--- src/rtl/uart_boot_loader_if.sv ---
// Instruction-memory write port driven by the UART boot loader.
// The loader is the master; the instruction memory is the slave.
interface uart_boot_loader_if;
  logic        imem_we;
  logic [31:0] imem_addr;
  logic [31:0] imem_wdata;

  modport master (output imem_we, output imem_addr, output imem_wdata);
  modport slave  (input  imem_we, input  imem_addr, input  imem_wdata);
endinterface

--- src/rtl/uart_boot_loader.sv ---
// Receives a length-prefixed 8N1 byte stream, assembles little-endian words and
// writes them to instruction memory, holding the core idle until the image is in.
module uart_boot_loader #(
  parameter int CLKS_PER_BIT = 868,
  parameter int IMEM_WORDS   = 256
) (
  input  logic                clk,
  input  logic                reset,
  input  logic                rx_in,
  uart_boot_loader_if.master  imem,
  output logic                core_run,
  output logic                load_done,
  output logic                frame_err
);

  localparam int              CW        = $clog2(CLKS_PER_BIT + 1);
  localparam logic [CW-1:0]   BIT_LAST  = CW'(CLKS_PER_BIT - 1);
  localparam logic [CW-1:0]   HALF_LAST = CW'(CLKS_PER_BIT / 2 - 1);
  localparam logic [15:0]     MAX_WORDS = 16'(IMEM_WORDS);

  typedef enum logic [1:0] {RX_IDLE, RX_START, RX_DATA, RX_STOP} rx_state_t;
  typedef enum logic [2:0] {L_LEN0, L_LEN1, L_DATA, L_DONE, L_ERR} ld_state_t;

  rx_state_t     rx_state_q, rx_state_d;
  logic [1:0]    sync_q, sync_d;
  logic [CW-1:0] cnt_q, cnt_d;
  logic [2:0]    bit_q, bit_d;
  logic [7:0]    shift_q, shift_d;
  logic          byte_valid_q, byte_valid_d;
  logic          byte_err_q, byte_err_d;
  logic          rx_s;

  ld_state_t     ld_state_q, ld_state_d;
  logic [15:0]   len_q, len_d;
  logic [15:0]   widx_q, widx_d;
  logic [1:0]    k_q, k_d;
  logic [31:0]   buf_q, buf_d;
  logic          we_q, we_d;
  logic [31:0]   addr_q, addr_d;
  logic [31:0]   wdata_q, wdata_d;
  logic          done_q, done_d;
  logic          err_q, err_d;
  logic [15:0]   n_s;

  assign rx_s            = sync_q[1];
  assign n_s             = {shift_q, len_q[7:0]};
  assign imem.imem_we    = we_q;
  assign imem.imem_addr  = addr_q;
  assign imem.imem_wdata = wdata_q;
  assign core_run        = done_q;
  assign load_done       = done_q;
  assign frame_err       = err_q;

  // Receiver: mid-bit sampling timed from the first low sample of the start bit.
  always_comb begin
    sync_d       = {sync_q[0], rx_in};
    rx_state_d   = rx_state_q;
    cnt_d        = cnt_q;
    bit_d        = bit_q;
    shift_d      = shift_q;
    byte_valid_d = 1'b0;
    byte_err_d   = 1'b0;
    case (rx_state_q)
      RX_IDLE: begin
        cnt_d = '0;
        if (!rx_s) rx_state_d = RX_START;
        else       rx_state_d = RX_IDLE;
      end
      RX_START: begin
        if (cnt_q == HALF_LAST) begin
          cnt_d = '0;
          bit_d = 3'd0;
          if (rx_s) rx_state_d = RX_IDLE;
          else      rx_state_d = RX_DATA;
        end else begin
          cnt_d = cnt_q + CW'(1);
        end
      end
      RX_DATA: begin
        if (cnt_q == BIT_LAST) begin
          cnt_d   = '0;
          shift_d = {rx_s, shift_q[7:1]};
          bit_d   = bit_q + 3'd1;
          if (bit_q == 3'd7) rx_state_d = RX_STOP;
          else               rx_state_d = RX_DATA;
        end else begin
          cnt_d = cnt_q + CW'(1);
        end
      end
      RX_STOP: begin
        if (cnt_q == BIT_LAST) begin
          cnt_d        = '0;
          byte_valid_d = rx_s;
          byte_err_d   = ~rx_s;
          rx_state_d   = RX_IDLE;
        end else begin
          cnt_d = cnt_q + CW'(1);
        end
      end
      default: rx_state_d = RX_IDLE;
    endcase
  end

  // Receiver and synchronizer state registers.
  always_ff @(posedge clk) begin
    if (!reset) begin
      sync_q       <= 2'b11;
      rx_state_q   <= RX_IDLE;
      cnt_q        <= '0;
      bit_q        <= 3'd0;
      shift_q      <= 8'd0;
      byte_valid_q <= 1'b0;
      byte_err_q   <= 1'b0;
    end else begin
      sync_q       <= sync_d;
      rx_state_q   <= rx_state_d;
      cnt_q        <= cnt_d;
      bit_q        <= bit_d;
      shift_q      <= shift_d;
      byte_valid_q <= byte_valid_d;
      byte_err_q   <= byte_err_d;
    end
  end

  // Loader: length header, word assembly and the write strobe.
  always_comb begin
    ld_state_d = ld_state_q;
    len_d      = len_q;
    widx_d     = widx_q;
    k_d        = k_q;
    buf_d      = buf_q;
    we_d       = 1'b0;
    addr_d     = addr_q;
    wdata_d    = wdata_q;
    done_d     = done_q;
    err_d      = err_q;
    case (ld_state_q)
      L_LEN0: begin
        if (byte_err_q) begin
          ld_state_d = L_ERR;
          err_d      = 1'b1;
        end else if (byte_valid_q) begin
          len_d[7:0] = shift_q;
          ld_state_d = L_LEN1;
        end else begin
          ld_state_d = L_LEN0;
        end
      end
      L_LEN1: begin
        if (byte_err_q) begin
          ld_state_d = L_ERR;
          err_d      = 1'b1;
        end else if (byte_valid_q) begin
          len_d = n_s;
          if (n_s == 16'd0) begin
            ld_state_d = L_DONE;
            done_d     = 1'b1;
          end else if (n_s > MAX_WORDS) begin
            ld_state_d = L_ERR;
            err_d      = 1'b1;
          end else begin
            ld_state_d = L_DATA;
            widx_d     = 16'd0;
            k_d        = 2'd0;
          end
        end else begin
          ld_state_d = L_LEN1;
        end
      end
      L_DATA: begin
        if (byte_err_q) begin
          ld_state_d = L_ERR;
          err_d      = 1'b1;
        end else if (byte_valid_q) begin
          buf_d[{k_q, 3'b000} +: 8] = shift_q;
          k_d = k_q + 2'd1;
          if (k_q == 2'd3) begin
            we_d    = 1'b1;
            addr_d  = {14'd0, widx_q, 2'b00};
            wdata_d = {shift_q, buf_q[23:0]};
            widx_d  = widx_q + 16'd1;
            if (widx_q == len_q - 16'd1) ld_state_d = L_DONE;
            else                         ld_state_d = L_DATA;
          end else begin
            ld_state_d = L_DATA;
          end
        end else begin
          ld_state_d = L_DATA;
        end
      end
      L_DONE:  done_d     = 1'b1;
      L_ERR:   err_d      = 1'b1;
      default: ld_state_d = L_ERR;
    endcase
  end

  // Loader state and registered outputs.
  always_ff @(posedge clk) begin
    if (!reset) begin
      ld_state_q <= L_LEN0;
      len_q      <= 16'd0;
      widx_q     <= 16'd0;
      k_q        <= 2'd0;
      buf_q      <= 32'd0;
      we_q       <= 1'b0;
      addr_q     <= 32'd0;
      wdata_q    <= 32'd0;
      done_q     <= 1'b0;
      err_q      <= 1'b0;
    end else begin
      ld_state_q <= ld_state_d;
      len_q      <= len_d;
      widx_q     <= widx_d;
      k_q        <= k_d;
      buf_q      <= buf_d;
      we_q       <= we_d;
      addr_q     <= addr_d;
      wdata_q    <= wdata_d;
      done_q     <= done_d;
      err_q      <= err_d;
    end
  end

endmodule

--- src/flat_wrapper.sv ---
// flat-port wrapper written by rule: the top's interface ports become plain ports
module uart_boot_loader_flat 
#(
  parameter int CLKS_PER_BIT = 868,
  parameter int IMEM_WORDS   = 256
)
  (clk, reset, rx_in, core_run, load_done, frame_err, imem_imem_we, imem_imem_addr, imem_imem_wdata);
  uart_boot_loader_if imem_i ();
  input  logic clk;
  input  logic reset;
  input  logic rx_in;
  output logic core_run;
  output logic load_done;
  output logic frame_err;
  output wire logic [$bits(imem_i.imem_we)-1:0] imem_imem_we;
  output wire logic [$bits(imem_i.imem_addr)-1:0] imem_imem_addr;
  output wire logic [$bits(imem_i.imem_wdata)-1:0] imem_imem_wdata;
  assign imem_imem_we = imem_i.imem_we;
  assign imem_imem_addr = imem_i.imem_addr;
  assign imem_imem_wdata = imem_i.imem_wdata;
  uart_boot_loader #(.CLKS_PER_BIT(CLKS_PER_BIT), .IMEM_WORDS(IMEM_WORDS)) u_core (.clk(clk), .reset(reset), .rx_in(rx_in), .imem(imem_i), .core_run(core_run), .load_done(load_done), .frame_err(frame_err));
endmodule
--- config.mk ---
export PLATFORM = sky130hd
export DESIGN_NAME = uart_boot_loader_flat
export DESIGN_NICKNAME = d
export VERILOG_FILES = /design/src/rtl/uart_boot_loader_if.sv /design/src/rtl/uart_boot_loader.sv /design/src/flat_wrapper.sv
export SDC_FILE = /design/constraint.sdc
export NUM_CORES = 1
export LEC_CHECK = 0
export CORE_UTILIZATION = 54
export CTS_CLUSTER_SIZE = 16
export DETAILED_ROUTE_END_ITERATION = 7
export PLACE_DENSITY = 0.83
export SETUP_SLACK_MARGIN = 0.1
export SLEW_MARGIN = 25
export SYNTH_ARGS = -nofsm -noshare
export SYNTH_HDL_FRONTEND = slang
export SYNTH_SLANG_ARGS = --single-unit
--- constraint.sdc ---
create_clock -name clk -period 5.6 [get_ports clk]
set_input_delay 1.12 -clock clk [delete_from_list [all_inputs] [get_ports clk]]
set_output_delay 1.12 -clock clk [all_outputs]
set_load 0.03 [all_outputs]
* After elaboration in Yosys (flattened, before gate mapping)
Index checks and enable logic that the tools add are counted.
** Operators by class
- Add/subtract/negate cells :: 6
- Magnitude comparators :: 1
- Eq/ne operators :: 27
- Shift-type cells :: 2
- Muxes and demuxes :: 55
- Bitwise logic cells :: 6
- Reductions and logical operators :: 23
** Operator list (number)
- $mux W16 :: 7
- $bwmux W32 :: 1
- $pmux W16 S2 :: 1
- $shift A8 B7 Y32 const A :: 1
- $shiftx A8 B7 Y32 :: 1
- $pmux W10 S3 :: 1
- $mux W3 :: 8
- $mux W8 :: 3
- $mux W10 :: 2
- $mux W2 :: 10
- $add A16 B1 Y16 const B :: 1
- $eq A16 B16 Y1 :: 1
- $gt A16 B9 Y1 const B :: 1
- $logic_not A16 Y1 :: 1
- $ne A2 B1 Y1 const B :: 8
- $pmux W8 S2 :: 1
- $sub A16 B1 Y16 const B :: 1
- $mux W1 :: 15
- $reduce_and A3 Y1 :: 5
- $pmux W3 S4 :: 1
- $reduce_and A4 Y1 :: 3
- $add A10 B1 Y10 const B :: 1
- $eq A10 B10 Y1 const B :: 1
- $eq A10 B9 Y1 const B :: 1
- 27 further kinds :: 44
** Word-level totals
- Register bits :: 147
- Input port bits :: 3
- Output and inout bits :: 68
- Logic and storage cells :: 138

* Depth between registers and ports, before layout
Gate-level depths: netlist of run 1.
- Word-level depth :: 7
- Mapped depth :: 9
- Gate-level depth less buffers :: 8

* Least setup slack after synthesis of run 1
OpenSTA, ideal clock, no wires.
- Path type :: input to register
- Start :: input reset
- End :: register with a tool-made name
- Setup time :: 128 ps
- Data arrival time :: 2065 ps
- Data required time :: 5472 ps
- Slack :: 3408 ps
- Stages :: 5
- Buffers on the path :: 3
- Path through :: inv_1 clkbuf_1 clkbuf_1 clkbuf_1 nor2_1
** RTL lines
- from (decl) :: RTL line flat_wrapper.sv:10 : input logic reset;

* Worst setup path after layout of run 1
- Start :: input reset
- End :: register u_core.widx_q[4]
** RTL lines
- to (signal assigned) :: RTL line uart_boot_loader.sv:213 : widx_q <= widx_d;
- to (decl) :: RTL line uart_boot_loader.sv:35 : logic [15:0] widx_q, widx_d;
No word-level cell between the ends.

==> results.json, run 1 <==
{
  "design.core.area_mm2": 0.01142,
  "ant_nets": 0,
  "wl_um": 14460,
  "met2_usage_pct": 40.54,
  "status": "finished, final reports clean",
  "finalSetupViolations": 0,
  "top_usage_layer": "met2",
  "timing.slew.headroom_pct": 43.95,
  "utilization_pct": 64.71,
  "cts_buffer_depth": 2,
  "hold_path.class": "reg -> reg",
  "die_w_um": 110.1,
  "cts_tree": "yes",
  "rsz0062_at_grt": "false",
  "finalNetCount": 822,
  "synth-seq-area-share_pct": 44.12,
  "hpwl_um": 9202,
  "swShare_pct": 20.48,
  "path_buf_inv": 3,
  "grt.total_usage_pct": 25.31,
  "crit_fanout": 83,
  "synth-async-reset-ratio_pct": 0,
  "required_ns": 5.87,
  "cp_slowest_cell": "buf_4",
  "antenna_found_initial": 0,
  "drt_iter0_drc": 410,
  "path_cells": "clkdlybuf4s50_1, inv_2, buf_4, nor3_1",
  "synth_top_area_share_pct": 44.12,
  "cpLargestDelayFamily": "buffers and inverters",
  "cts_htree_levels": 4,
  "cpPeakStageDelay_ns": 0.75,
  "rows": 39,
  "synth_cells": 787,
  "clk_pin_slew_worst_paths_ns": 0.06,
  "placed_cell_area_mm2": 0.006768,
  "worstSetupPathType": "in -> reg",
  "firstDrtPassIters": 5,
  "grt_util_met3_pct": 6.761,
  "yosys_warnings": 0,
  "ys_types": 59,
  "clkLatencyLatePin_ns": 0.42,
  "fin_crit_sh_pct": 51.50,
  "reg2reg_slack_ns": 2.87,
  "num_vias": 5466,
  "ys.flop_type": "dfxtp_1",
  "clockPowerShare_pct": 53.1,
  "hold_buffers": 0,
  "overflow": 0,
  "drive_above_1_share_pct": 5.495,
  "internal-power_uw": 1744,
  "hold_viol": 0,
  "peakVddDrop_v": 0.0002203,
  "synth_commonest_cells": "nand2_1 (170), dfxtp_1 (139), a21oi_1 (102)",
  "grt_max_degree": 84,
  "final_cell_area_mm2": 0.007388,
  "drv_cap": 0,
  "fin_skew_ns": 0.006975,
  "finalMaxSlewViolations": 0,
  "globalRouteMet1Util_pct": 31.70,
  "hold_slack_ns": 0.4235,
  "crit_arrival_ns": 3.16,
  "synth_edf_count": 0,
  "chipHeight_um": 110.1,
  "syn_to_final_growth_pct": 17.14,
  "syn_area_mm2": 0.006307,
  "cts_resized": 0,
  "power_switching_uw": 449.1,
  "tightest_slew_ns": 0.8408,
  "clock_sinks": 139,
  "synth_area_per_cell_um2": 8.014,
  "routedWlPerCell_um": 15.03,
  "worst_setup_path_end_kind": "register",
  "rr_startpoint": "u_core.len_q[4]",
  "num_antenna_cells": 0,
  "tns_ns": 0,
  "dieArea_mm2": 0.01212,
  "root_buffer": "clkbuf_16",
  "initial_core_util_pct": 55.24,
  "io-pin-count": 71,
  "combPwrFrac_pct": 1.6,
  "period_minus_slack_ns": 2.884,
  "cts-buffers-inserted": 17,
  "crit_start": "reset",
  "yosys-top-cells-area": "dfxtp_1 (44%), nand2_1 (10%), a21oi_1 (8.1%)",
  "start_kind": "input port",
  "synth.largest_area_cell": "dfxtp_1",
  "drc": 0,
  "pwr_density_cell_mw_per_mm2": 296.9,
  "first_global_vias": 5044,
  "total_power_uw": 2193,
  "min-delay-start": "u_core.sync_q[0]",
  "cts_setup_buffers": 0,
  "p_seq_share_pct": 45.2,
  "power_leakage_uw": 0.002623,
  "synth.most_common_cell": "nand2_1",
  "vias_per_cell": 5.682,
  "ys_ff_latch": 139,
  "place_congestion": 0.8857,
  "port_buffers": 54,
  "max_freq_mhz": 346.7,
  "grt_pass1_wl_um": 23580
}
==> layout by cell type, fill, tap and decap left out, drive strengths merged, types with 5 or more instances in the layout <==
cell type	netlist	layout
mux2i	16	16
nor4	11	11
nor2	57	57
dfxtp	139	139
nand3	40	40
nor3b	7	7
or4	7	7
xor2	11	11
nand4	5	5
ha	12	12
xnor2	20	20
nand3b	6	6
a31oi	10	10
o21ai	16	16
nand2	170	170
nor3	11	11
clkdlybuf4s50	0	54
a21oi	102	102
and3	8	8
inv	14	16
clkbuf	45	23
conb	1	16
==> worst reg2reg max path, stage by stage (launching register included) <==
cell and delay [ns]:
dfxtp_1 0.39, nor4_2 0.45, nand3_1 0.25, xor2_1 0.41
a31oi_2 0.40, or4_1 0.61, a21oi_1 0.15
==> metrics by stage <==
stage / std cells / setup slack (ns)
6_report: 962 / 2.716
5_1_grt: 962 / 2.565
4_1_cts: 962 / 2.767
3_3_place_gp: 931 / 2.344
3_5_place_dp: 931 / 2.333
2_1_floorplan: 802 / 3.408
==> registers in the layout, indices dropped and copies added, names as in the netlist, 2 cells and up, named ones only <==
signal and cells:
u_core.imem.imem_addr 16, u_core.ld_state_q 3, u_core.sync_q 2, u_core.imem.imem_wdata 32
u_core.shift_q 8, u_core.cnt_q 10, u_core.len_q 16, u_core.k_q 2
u_core.widx_q 16, u_core.buf_q 24, u_core.bit_q 3
==> cells by family after synthesis <==
logic type,Yosys count,share of synthesized area (%)
simple gates,347,26.07
fa+ha+maj,12,2.380
xor+xnor,31,4.305
flops,139,44.12
compound gates,156,14.18
other cells,1,0.05945
buf+inv,85,6.348
mux,16,2.539
==> area by class of cell <==
cell class,count,area [µm²]
repair buffers,57,563.0
inverters,14,52.55
clock buffers,23,488.0
fillers,943,4030
well taps,143,178.9
multi-input cells,578,3191
clock inverters,8,132.6
flip-flops and latches,139,2783
==> per-layer routing <==
layer | share of wire (%) | routed length [µm]
met2 | 47 | 6848
met1 | 45 | 6476
met3 | 5.4 | 787
met5 | 0 | 0
met4 | 2.4 | 348
==> worst paths after layout <==
check | endpoint | cells after the start
worst max-delay path | u_core.widx_q[4] | 4
worst min-delay path | u_core.sync_q[1] | 1
worst max register to register | u_core.widx_q[12] | 6
worst min register to register | u_core.sync_q[1] | 1
==> power groups by stage <==
stage	clock network, µW	logic (µW)	registers [µW]
2_1_floorplan	0	39.5	1010
3_3_place_gp	0	35.2	1010
3_5_place_dp	0	35.3	1010
4_1_cts	1180	35.4	992
5_1_grt	1230	38.7	992
6_report	1170	35.9	992
Power figures use the tool's default switching activity.
==> run 2: changes to the inputs <==
==> constraint.sdc (replaced) <==
create_clock -name clk -period 2.9 [get_ports clk]
set_input_delay 0.58 -clock clk [delete_from_list [all_inputs] [get_ports clk]]
set_output_delay 0.58 -clock clk [all_outputs]
set_load 0.03 [all_outputs]
==> results.json, run 2 (synthesis results as in run 1) <==
{
  "cts_buffer_depth": 2,
  "place_congestion": 0.8817,
  "cts_setup_buffers": 0,
  "overflow": 0,
  "p_seq_share_pct": 44.6,
  "rr_startpoint": "u_core.len_q[4]",
  "fin_crit_sh_pct": 87.23,
  "final_common_cell": "nand2_1",
  "pwr_density_cell_mw_per_mm2": 572.1,
  "cts_tree": "yes",
  "rows": 39,
  "endpoint": "u_core.widx_q[15]",
  "syn_to_final_growth_pct": 19.08,
  "power_leakage_uw": 0.002708,
  "internal-power_uw": 3428,
  "largest_reg_flops": 32,
  "grt.total_usage_pct": 25.55,
  "cts_htree_levels": 4,
  "finalSetupViolations": 0,
  "hold_path.class": "reg -> reg",
  "antenna_found_initial": 0,
  "cts_resized": 0,
  "drc": 0,
  "finalMaxSlewViolations": 0,
  "clk_pin_slew_worst_paths_ns": 0.06,
  "start_kind": "register",
  "hold_viol": 0,
  "die_w_um": 110.1,
  "clock_sinks": 139,
  "hpwl_um": 9571,
  "first_global_vias": 4841,
  "vias_per_cell": 5.631,
  "reg2reg_slack_ns": 0.37,
  "final_cell_mix": "nand2_1 (170), dfxtp_1 (139), a21oi_1 (102)",
  "chipHeight_um": 110.1,
  "firstDrtPassIters": 5,
  "worstSetupPathType": "reg -> reg",
  "reg2reg_depth": 7,
  "routedWlPerCell_um": 15.16,
  "num_vias": 5496,
  "crit_arrival_ns": 2.89,
  "drt_iter0_drc": 483,
  "finalNetCount": 837,
  "peakVddDrop_v": 0.0005407,
  "initial_core_util_pct": 55.24,
  "swShare_pct": 20.23,
  "power_switching_uw": 869.3,
  "total_power_uw": 4297,
  "crit_start": "u_core.len_q[4]",
  "hold_buffers": 0,
  "crit_fanout": 9,
  "drv_cap": 0,
  "worst_setup_path_end_kind": "register",
  "timing.slew.headroom_pct": 38.17,
  "num_antenna_cells": 0,
  "clockPowerShare_pct": 53.7,
  "cts-buffers-inserted": 17,
  "grt_pass1_wl_um": 23620,
  "max_freq_mhz": 395.3,
  "wl_um": 14800,
  "fin_skew_ns": 0.01437,
  "rsz0062_at_grt": "false",
  "period_minus_slack_ns": 2.530,
  "combPwrFrac_pct": 1.7,
  "io-pin-count": 71,
  "root_buffer": "clkbuf_16",
  "status": "finished, final reports clean",
  "ant_nets": 0,
  "required_ns": 3.26,
  "drive_above_1_share_pct": 7.203,
  "r2r-end": "u_core.widx_q[15]",
  "clkLatencyLatePin_ns": 0.42,
  "tightest_slew_ns": 0.9274,
  "design.core.area_mm2": 0.01142,
  "tns_ns": 0,
  "dieArea_mm2": 0.01212,
  "grt_max_degree": 92,
  "port_buffers": 54
}
run 2: cell count changes in the layout (fill, tap and decap cells not counted):
cell	delta
clkinvlp_4	-1
clkbuf_8	-1
buf_4	+15
clkinv_2	+1
bufinv_16	+1
clkbuf_1	-1
run 2: worst min path at each step:
| stage | depth (start not counted) | slack [ns] | startpoint | end |
|---|---|---|---|---|
| after detailed placement | 1 | 0.41 | u_core.sync_q[0] | u_core.sync_q[1] |
| final | 1 | 0.41 | u_core.sync_q[0] | u_core.sync_q[1] |
| after floorplan | 1 | 0.39 | u_core.sync_q[0] | u_core.sync_q[1] |
| after global routing | 1 | 0.43 | u_core.sync_q[0] | u_core.sync_q[1] |
| after CTS | 1 | 0.41 | u_core.sync_q[0] | u_core.sync_q[1] |
| after global placement | 1 | 0.39 | u_core.sync_q[0] | u_core.sync_q[1] |
run 2: routing by layer:
metal / routed length [µm] / share of wire (%) / vias up / global-route usage, %
met5: 0 / 0 / - / 0
met4: 312 / 2.1 / 0 / 10.86
met3: 743 / 5.0 / 28 / 5.409
met2: 6939 / 47 / 152 / 41.43
met1: 6804 / 46 / 2598 / 32.87
li1: - / - / 2718 / -
run 2: worst max-delay path, stage by stage, from the launching register on:
cell,delay [ns]
dfxtp_1,0.38
nor4_2,0.46
nand3_1,0.24
xor2_1,0.40
a31oi_2,0.26
buf_4,0.22
or4_1,0.45
nand2_1,0.07
run 2: area by class of cell:
class,count,area (µm²)
Tap cell,143,178.9
Inverter,14,52.55
Multi-Input combinational cell,578,3191
Clock buffer,21,470.5
Clock inverter,9,160.2
Timing Repair Buffer,72,675.6
Fill cell,931,3908
Sequential cell,139,2783
run 2: power by group through the flow:
| stage | clock, µW | sequential, µW | combinational (µW) |
|---|---|---|---|
| after CTS | 2330 | 1920 | 71.0 |
| after global routing | 2410 | 1920 | 77.8 |
| after detailed placement | 0 | 1960 | 71.2 |
| after floorplan | 0 | 1960 | 76.3 |
| after global placement | 0 | 1960 | 70.8 |
| final | 2310 | 1920 | 71.9 |
run 2: through the flow:
stage / cell area, µm² / util (%) / worst slack, ns / hold WS [ns] / cells
6_report: 7511 / 65.78 / 0.3703 / 0.4068 / 976
2_1_floorplan: 6364 / - / 0.7588 / 0.3863 / 802
3_5_place_dp: 6880 / 60.26 / 0.4434 / 0.4076 / 946
4_1_cts: 7511 / 65.78 / 0.4118 / 0.4113 / 976
3_3_place_gp: 6880 / 60.26 / 0.5360 / 0.3932 / 946
5_1_grt: 7511 / 65.78 / 0.1750 / 0.4267 / 976
==> run 3: changes to the inputs <==
--- a/config.mk
+++ b/config.mk
@@ -10,7 +10,7 @@
 export DETAILED_ROUTE_END_ITERATION = 7
 export PLACE_DENSITY = 0.83
 export SETUP_SLACK_MARGIN = 0.1
-export SLEW_MARGIN = 25
+export SLEW_MARGIN = 15
 export SYNTH_ARGS = -nofsm -noshare
 export SYNTH_HDL_FRONTEND = slang
 export SYNTH_SLANG_ARGS = --single-unit
==> constraint.sdc (replaced) <==
create_clock -name clk -period 2.6 [get_ports clk]
set_input_delay 0.52 -clock clk [delete_from_list [all_inputs] [get_ports clk]]
set_output_delay 0.52 -clock clk [all_outputs]
set_load 0.03 [all_outputs]
==> results.json, run 3 (synthesis results as in run 1) <==
{
  "status": "finished, final reports clean",
  "crit_arrival_ns": 2.70,
  "vias_per_cell": 5.657,
  "pwr_density_cell_mw_per_mm2": 618.8,
  "hold_viol": 0,
  "cts_setup_buffers": 0,
  "wl_um": 15300,
  "die_w_um": 110.1,
  "worst_setup_path_end_kind": "register",
  "hpwl_um": 10120,
  "fin_crit_sh_pct": 89.73,
  "io-pin-count": 71,
  "cts_tree": "yes",
  "root_buffer": "clkbuf_16",
  "rsz0062_at_grt": "true",
  "hold_path.class": "reg -> reg",
  "design.core.area_mm2": 0.01142,
  "min-delay-start": "u_core.sync_q[0]",
  "cts_buffer_depth": 2,
  "final-seq-area_mm2": 0.002783,
  "max_freq_mhz": 428.6,
  "syn_to_final_growth_pct": 20.27,
  "period_minus_slack_ns": 2.333,
  "clk_pin_slew_worst_paths_ns": 0.06,
  "antenna_found_initial": 0,
  "globalRouteMet1Util_pct": 34.34,
  "drive_above_1_share_pct": 8.511,
  "multi_input_area_mm2": 0.003209,
  "crit_fanout": 8,
  "finalNetCount": 848,
  "final_common_cell": "nand2_1",
  "firstDrtPassIters": 5,
  "tns_ns": 0,
  "cts_htree_levels": 4,
  "first_global_vias": 4923,
  "cts-buffers-inserted": 17,
  "worstSetupPathType": "reg -> reg",
  "overflow": 0,
  "crit_start": "u_core.len_q[4]",
  "dieArea_mm2": 0.01212,
  "peakVddDrop_v": 0.0005366,
  "place_congestion": 0.9042,
  "start_kind": "register",
  "required_ns": 2.97,
  "routedWlPerCell_um": 15.47,
  "tightest_slew_ns": 0.6405,
  "drv_cap": 0,
  "total_power_uw": 4694,
  "ant_nets": 0,
  "num_vias": 5595,
  "fin_skew_ns": 0.009191,
  "port_buffers": 54,
  "grt_pass1_wl_um": 24160,
  "final_cell_mix": "nand2_1 (170), dfxtp_1 (139), a21oi_1 (102)",
  "initial_core_util_pct": 55.24,
  "top_usage_layer": "met2",
  "finalMaxSlewViolations": 0,
  "grt_max_degree": 56,
  "timing.slew.headroom_pct": 57.10,
  "grt_util_met3_pct": 5.232,
  "chipHeight_um": 110.1,
  "met2_usage_pct": 41.21,
  "rr_startpoint": "u_core.len_q[4]",
  "num_antenna_cells": 0,
  "rows": 39,
  "finalSetupViolations": 0,
  "fill_cells": 937,
  "clock_sinks": 139,
  "drt_iter0_drc": 393,
  "grt.total_usage_pct": 26.20,
  "power_leakage_uw": 0.002747,
  "largest_reg_flops": 32,
  "drc": 0,
  "clkLatencyLatePin_ns": 0.42
}
-- run 3: where the power goes --
part           switching (µW)  internal (µW)  leakage (µW)
logic                    68.8           12.0       0.00134
clock network             912           1570      0.000288
registers                3.11           2130       0.00112
total                     984           3710       0.00275
-- run 3: worst paths after layout --
path,to,slack (ns),depth (start not counted)
setup / recovery,u_core.widx_q[9],0.27,7
setup reg to reg,u_core.widx_q[9],0.27,7
hold reg to reg,u_core.sync_q[1],0.41,1
hold / removal,u_core.sync_q[1],0.41,1
-- run 3: repair_timing --
| action | CTS | global route |
|---|---|---|
| setup endpoints to repair | 2 | 7 |
| resized for setup | 1 | 2 |
| hold buffers | 0 | 0 |
| gates cloned | 0 | 0 |
| hold endpoints to repair | 0 | 0 |
-- run 3: layer usage --
layer  vias to the layer above  share of wire, %
li1                       2750                 -
met1                      2605                44
met2                       212                47
met3                        28               6.8
met4                         0               2.7
met5                         -                 0
-- run 3: layout make-up --
cell class	instances	area share (%)
flip-flops and latches	139	36.68
clock buffers	23	6.169
well taps	143	2.359
repair buffers	83	9.995
clock inverters	9	1.798
multi-input cells	578	42.31
inverters	14	0.6927
-- run 3: worst max-delay path, stage by stage (launching register included) --
cell,delay (ns)
dfxtp_1,0.40
nor4_4,0.40
nand3_1,0.23
xor2_2,0.29
a31oi_2,0.20
buf_4,0.21
or4_1,0.47
nand2_1,0.08
-- run 3: per-stage QoR --
step	hold slack, ns	area (µm²)	util [%]	cells	setup slack, ns
6_report	0.4071	7586	66.44	989	0.2670
5_1_grt	0.4188	7586	66.44	989	0.09575
4_1_cts	0.4073	7575	66.34	989	0.1687
3_5_place_dp	0.3928	6963	60.98	957	0.1236
3_3_place_gp	0.3946	6963	60.98	957	0.2656
2_1_floorplan	0.3863	6364	-	802	0.4588
